===== src/rtl/kbd_event_fifo_if.sv =====
// Key-event FIFO bus: scan-code producer side plus the consumer pop/status side.
// The master modport is the surrounding logic (PS/2 receiver, XT converter, consumer).
interface kbd_event_fifo_if #(
  parameter int CNT_W = 5
);
  logic [7:0]       at_code;
  logic             at_valid;
  logic [7:0]       xt_code;
  logic             kb_ack;
  logic             ovf_clr;
  logic [7:0]       kb_ch;
  logic             kb_ext;
  logic             kb_hit;
  logic             kb_tr;
  logic [CNT_W-1:0] count;
  logic             overflow;

  modport master (
    output at_code, at_valid, xt_code, kb_ack, ovf_clr,
    input  kb_ch, kb_ext, kb_hit, kb_tr, count, overflow
  );

  modport slave (
    input  at_code, at_valid, xt_code, kb_ack, ovf_clr,
    output kb_ch, kb_ext, kb_hit, kb_tr, count, overflow
  );
endinterface


===== src/rtl/kbd_event_fifo.sv =====
// First-word-fall-through queue of translated PS/2 key events with break/extended prefix folding.
// Optional feature: define KBD_EXT_PREFIX_EN to treat 8'hE0 as an extended-key prefix.
module kbd_event_fifo #(
  parameter int DEPTH = 16,
  parameter int CNT_W = 5
) (
  input  logic            clock,
  input  logic            reset_n,
  kbd_event_fifo_if.slave bus
);

  localparam int AW = $clog2(DEPTH);
`ifdef KBD_EXT_PREFIX_EN
  localparam int EW = 9;
`else
  localparam int EW = 8;
`endif

  logic [EW-1:0]    mem [DEPTH];
  logic [AW-1:0]    rd_ptr;
  logic [AW-1:0]    wr_ptr;
  logic [CNT_W-1:0] count_q;
  logic             brk;
  logic             tr_q;
  logic             ovf_q;

  logic             is_break;
  logic             is_prefix;
  logic             is_code;
  logic             not_empty;
  logic             full;
  logic             pop;
  logic             push_ok;
  logic             push_drop;
  logic [7:0]       ev_code;
  logic [EW-1:0]    ev_word;
  logic [EW-1:0]    head;

  assign is_break = bus.at_valid && (bus.at_code == 8'hF0);

`ifdef KBD_EXT_PREFIX_EN
  logic ext;
  assign is_prefix = bus.at_valid && (bus.at_code == 8'hE0);
  assign ev_word   = {ext, ev_code};
`else
  assign is_prefix = 1'b0;
  assign ev_word   = ev_code;
`endif

  assign is_code   = bus.at_valid && !is_break && !is_prefix;
  assign not_empty = (count_q != '0);
  assign full      = (count_q == CNT_W'(DEPTH));
  assign pop       = bus.kb_ack && not_empty;
  // A pop in the same cycle frees a slot, so a push into a full queue still lands.
  assign push_ok   = is_code && (!full || pop);
  assign push_drop = is_code && full && !pop;

  assign ev_code = bus.xt_code[7] ? bus.xt_code : {brk, bus.xt_code[6:0]};
  assign head    = mem[rd_ptr];

  assign bus.kb_hit   = not_empty;
  assign bus.kb_ch    = not_empty ? head[7:0] : 8'h00;
`ifdef KBD_EXT_PREFIX_EN
  assign bus.kb_ext   = not_empty ? head[8] : 1'b0;
`else
  assign bus.kb_ext   = 1'b0;
`endif
  assign bus.count    = count_q;
  assign bus.kb_tr    = tr_q;
  assign bus.overflow = ovf_q;

  always_ff @(posedge clock) begin
    if (reset_n && push_ok) begin
      mem[wr_ptr] <= ev_word;
    end
  end

  always_ff @(posedge clock) begin
    if (!reset_n) begin
      rd_ptr  <= '0;
      wr_ptr  <= '0;
      count_q <= '0;
      brk     <= 1'b0;
      tr_q    <= 1'b0;
      ovf_q   <= 1'b0;
    end else begin
      if (is_break) begin
        brk <= 1'b1;
      end else if (is_code) begin
        brk <= 1'b0;
      end

      if (pop) begin
        rd_ptr <= rd_ptr + AW'(1);
      end

      if (push_ok) begin
        wr_ptr <= wr_ptr + AW'(1);
        tr_q   <= ~tr_q;
      end

      if (push_ok && !pop) begin
        count_q <= count_q + CNT_W'(1);
      end else if (pop && !push_ok) begin
        count_q <= count_q - CNT_W'(1);
      end

      // A drop in the same cycle as a clear leaves the flag set.
      if (push_drop) begin
        ovf_q <= 1'b1;
      end else if (bus.ovf_clr) begin
        ovf_q <= 1'b0;
      end
    end
  end

`ifdef KBD_EXT_PREFIX_EN
  always_ff @(posedge clock) begin
    if (!reset_n) begin
      ext <= 1'b0;
    end else if (is_prefix) begin
      ext <= 1'b1;
    end else if (is_code) begin
      ext <= 1'b0;
    end
  end
`endif

endmodule

===== src/flat_wrapper.sv =====
// flat-port wrapper written by rule: the top's interface ports become plain ports
module kbd_event_fifo_flat 
#(
  parameter int DEPTH = 16,
  parameter int CNT_W = 5
)
  (clock, reset_n, bus_at_code, bus_at_valid, bus_xt_code, bus_kb_ack, bus_ovf_clr, bus_kb_ch, bus_kb_ext, bus_kb_hit, bus_kb_tr, bus_count, bus_overflow);
  kbd_event_fifo_if #(.CNT_W(CNT_W)) bus_i ();
  input  logic clock;
  input  logic reset_n;
  input wire logic [$bits(bus_i.at_code)-1:0] bus_at_code;
  input wire logic [$bits(bus_i.at_valid)-1:0] bus_at_valid;
  input wire logic [$bits(bus_i.xt_code)-1:0] bus_xt_code;
  input wire logic [$bits(bus_i.kb_ack)-1:0] bus_kb_ack;
  input wire logic [$bits(bus_i.ovf_clr)-1:0] bus_ovf_clr;
  output wire logic [$bits(bus_i.kb_ch)-1:0] bus_kb_ch;
  output wire logic [$bits(bus_i.kb_ext)-1:0] bus_kb_ext;
  output wire logic [$bits(bus_i.kb_hit)-1:0] bus_kb_hit;
  output wire logic [$bits(bus_i.kb_tr)-1:0] bus_kb_tr;
  output wire logic [$bits(bus_i.count)-1:0] bus_count;
  output wire logic [$bits(bus_i.overflow)-1:0] bus_overflow;
  assign bus_i.at_code = bus_at_code;
  assign bus_i.at_valid = bus_at_valid;
  assign bus_i.xt_code = bus_xt_code;
  assign bus_i.kb_ack = bus_kb_ack;
  assign bus_i.ovf_clr = bus_ovf_clr;
  assign bus_kb_ch = bus_i.kb_ch;
  assign bus_kb_ext = bus_i.kb_ext;
  assign bus_kb_hit = bus_i.kb_hit;
  assign bus_kb_tr = bus_i.kb_tr;
  assign bus_count = bus_i.count;
  assign bus_overflow = bus_i.overflow;
  kbd_event_fifo #(.DEPTH(DEPTH), .CNT_W(CNT_W)) u_core (.clock(clock), .reset_n(reset_n), .bus(bus_i));
endmodule

===== config.mk =====
export PLATFORM = sky130hd
export DESIGN_NAME = kbd_event_fifo_flat
export DESIGN_NICKNAME = d
export VERILOG_FILES = /design/src/rtl/kbd_event_fifo_if.sv /design/src/rtl/kbd_event_fifo.sv /design/src/flat_wrapper.sv
export SDC_FILE = /design/constraint.sdc
export NUM_CORES = 1
export LEC_CHECK = 0
export CORE_MARGIN = 2
export CORE_UTILIZATION = 50
export CTS_CLUSTER_SIZE = 28
export DETAILED_ROUTE_END_ITERATION = 10
export PLACE_DENSITY = 0.66
export SYNTH_ARGS = -nofsm -noshare
export SYNTH_HDL_FRONTEND = slang
export SYNTH_SLANG_ARGS = --single-unit

===== constraint.sdc =====
create_clock -name clock -period 3.41 [get_ports clock]
set_input_delay 0.682 -clock clock [delete_from_list [all_inputs] [get_ports clock]]
set_output_delay 0.682 -clock clock [all_outputs]
set_load 0.02 [all_outputs]

==> impl_metrics.py <==
metrics = {
    "worst_setup_path": {
        "cp_max_fo": 8,
        "path_common_cell": "a211oi_1",
        "critPathKind": "reg -> out",
        "cp-start-kind": "flop",
        "cpPeakStageDelay_ps": 580,
        "endpoint_kind": "output port",
        "worst_path_max_delay_cell": "clkdlybuf4s50_1",
        "cp.required_ps": 2730,
        "cp_cell_sequence": "mux4_2, nor2b_1, a211oi_1, a211oi_1, clkdlybuf4s50_1",
        "crit_arrival_ps": 2560,
    },
    "run_status": {
        "status": "finished clean",
    },
    "layout": {
        "n_antenna_cell": 0,
        "stdcell_area_um2": 7200,
        "layout_common_cells": "128 x edfxtp_1, 32 x mux4_2, 31 x clkdlybuf4s50_1",
        "drive_gt1_share_pct": 20.1,
        "final_util_pct": 60.7,
        "area_delta_synth_final_pct": 19.7,
        "mostFrequentLayoutCell": "edfxtp_1",
        "nets": 423,
    },
    "floorplan": {
        "ioPinCount": 38,
        "num_rows": 40,
        "dieArea_um2": 12900,
        "die_w_um": 114,
        "die_h_um": 114,
        "fp.coreArea_um2": 11900,
        "start_util_pct": 50.7,
    },
    "pwr": {
        "p_leak_uw": 0.00237,
        "powerDensity_nw_per_um2": 713,
        "finalPower_uw": 5140,
        "vdd.ir_drop.worst_v": 0.000362,
    },
    "synth": {
        "syn_inst": 338,
        "ys.flop_type": "edfxtp_1",
        "ys_ff_latch": 148,
        "seq_area_frac_synth_pct": 70.5,
        "synth_nets": 370,
        "synth_cell_types": 38,
        "synth_edf_count": 128,
        "syn_avg_cell_area_um2": 17.8,
        "ys.warnings.count": 0,
        "async_flop_share_pct": 0,
        "synth.cell_area_um2": 6020,
    },
    "place": {
        "dp_hpwl_um": 7180,
        "io_buffers": 36,
        "place_congestion": 0.789,
        "place_area_um2": 6630,
    },
    "routing": {
        "drcViolationCount": 0,
        "top_layer": "met4",
        "firstDrtPassIters": 4,
        "routed_wl_um": 11100,
        "met3_length_um": 448,
        "wl_met2_um": 5980,
        "wl_per_cell_um": 20.2,
        "drtAntennaViolNets": 0,
        "via_per_inst": 5.55,
        "drt_iter0_markers": 244,
        "met1_length_um": 4600,
        "route.vias.total": 3050,
    },
    "clock_tree": {
        "cts.htree.levels": 4,
        "clock_sinks": 148,
        "tritoncts": "done",
        "clock_path_buffers": 2,
        "ctsHoldBuffers": 0,
        "clk_transition_reported_paths_ps": 60,
        "clockRootBuffer": "clkbuf_16",
        "cts_buffers": 17,
        "clk_latency_ps": 410,
    },
    "timing": {
        "setup_viol": 0,
        "hold_violations": 0,
        "finalClockSkew_ps": 4.93,
        "slew_viol_final": 0,
        "worstMarginPinSlew_ps": 951,
        "fin_crit_sh_pct": 95.0,
        "rsz0062_at_grt": "false",
        "slew_headroom_pct": 36.3,
        "fin_crit_ps": 3240,
        "fmax_mhz": 309,
        "final.setup.tns_ps": 0,
    },
    "hold_path": {
        "hold_class": "reg -> reg",
    },
    "job": {
        "drv_cap": 0,
    },
    "global_route": {
        "grt_first_pass_wirelength_um": 17700,
        "antenna_found_initial": 0,
        "grt_pass1_vias": 3277,
        "grt_usage_pct": 19.0,
        "overflow": 0,
        "grt_start_max_net_pins": 33,
    },
}
-- kinds of logic (layout without fill, tap and decap cells) --
| logic type | count (synthesis) | in the layout | share of synthesized area, % |
|---|---|---|---|
| DFF | 148 | 148 | 70.5 |
| and+or+nand+nor | 69 | 69 | 5.91 |
| muxes | 44 | 44 | 14.0 |
| AOI/OAI and AO/OA | 32 | 32 | 3.95 |
| buffers and inverters | 26 | 91 | 2.14 |
| adders and majority gates | 11 | 11 | 2.41 |
| xor gates and xnor gates | 7 | 7 | 1.02 |
| other | 1 | 1 | 0.0623 |
-- final cells by class --
| class | count | area (um^2) |
|---|---|---|
| Inverter | 7 | 26.3 |
| Clock inverter | 13 | 141 |
| Tap cell | 147 | 184 |
| Multi-Input combinational cell | 164 | 1650 |
| Fill cell | 856 | 4660 |
| Sequential cell | 148 | 4250 |
| Timing Repair Buffer | 53 | 527 |
| Clock buffer | 18 | 429 |
-- repair_timing --
item                       CTS  global route
setup endpoints to repair    6             2
setup buffers                0             0
gates resized for setup      5             2
-- state kept, by name, summed over array words and instances, names as in the netlist, named ones only --
signal / cells
u_core.wr_ptr: 4
u_core.mem: 128
u_core.rd_ptr: 4
u_core.bus.count: 5
u_core.bus.overflow: 1
u_core.brk: 1
u_core.bus.kb_tr: 1
-- per-stage QoR --
| step | setup WS, ps | hold WS [ps] | cells |
|---|---|---|---|
| after detailed placement | 124 | 466 | 519 |
| final | 170 | 475 | 550 |
| after global placement | 200 | 458 | 519 |
| after floorplan | 520 | 446 | 338 |
| after CTS | 11.0 | 480 | 550 |
| after global routing | 57.0 | 514 | 550 |
-- worst max-delay path: cells and delay by family, from the launching register on --
family | cells | cell delay [ps]
flip-flops | 1 | 450
AND/OR/NAND/NOR | 1 | 160
multiplexers | 1 | 520
buffers and inverters | 1 | 580
AO/OA/AOI/OAI | 2 | 440
-- synthesized netlist by cell type (all sizes together), types with 5 or more instances --
| library cell | instances | area [um^2] |
|---|---|---|
| edfxtp | 128 | 3840 |
| mux4 | 32 | 721 |
| dfxtp | 20 | 400 |
| nor2 | 18 | 67.6 |
| a211oi | 16 | 120 |
| buf | 13 | 78.8 |
| nand2 | 13 | 48.8 |
| mux2i | 12 | 120 |
| ha | 10 | 125 |
| and2 | 9 | 56.3 |
| nor2b | 9 | 56.3 |
| inv | 7 | 26.3 |
| clkbuf | 6 | 23.8 |
| nand3 | 6 | 30.0 |
| o21ai | 6 | 33.8 |
| nand2b | 5 | 31.3 |
| xnor2 | 5 | 43.8 |
-- routing by layer --
| layer | vias to the layer above | track usage (%) |
|---|---|---|
| met5 | - | 0 |
| met4 | 0 | 7.24 |
| met3 | 6 | 5.58 |
| met2 | 59 | 32.5 |
| met1 | 1550 | 22.9 |
| li1 | 1435 | - |
-- where the power goes --
| group | internal (uW) | switching [uW] |
|---|---|---|
| logic | 620 | 617 |
| registers | 2040 | 72.6 |
| clock network | 1130 | 665 |
-- worst paths after layout --
path	startpoint	endpoint	slack [ps]	cells past startpoint
setup / recovery	flop	bus_kb_ch[7]	170	5
hold / removal	u_core.brk$_SDFFE_PN0P_	u_core.brk$_SDFFE_PN0P_	480	1
setup reg to reg	u_core.bus.count[0]$_SDFFE_PN0P_	u_core.bus.count[4]$_SDFFE_PN0P_	720	9
hold reg to reg	u_core.brk$_SDFFE_PN0P_	u_core.brk$_SDFFE_PN0P_	480	1
Note: power is estimated with default switching activity, not from simulation.
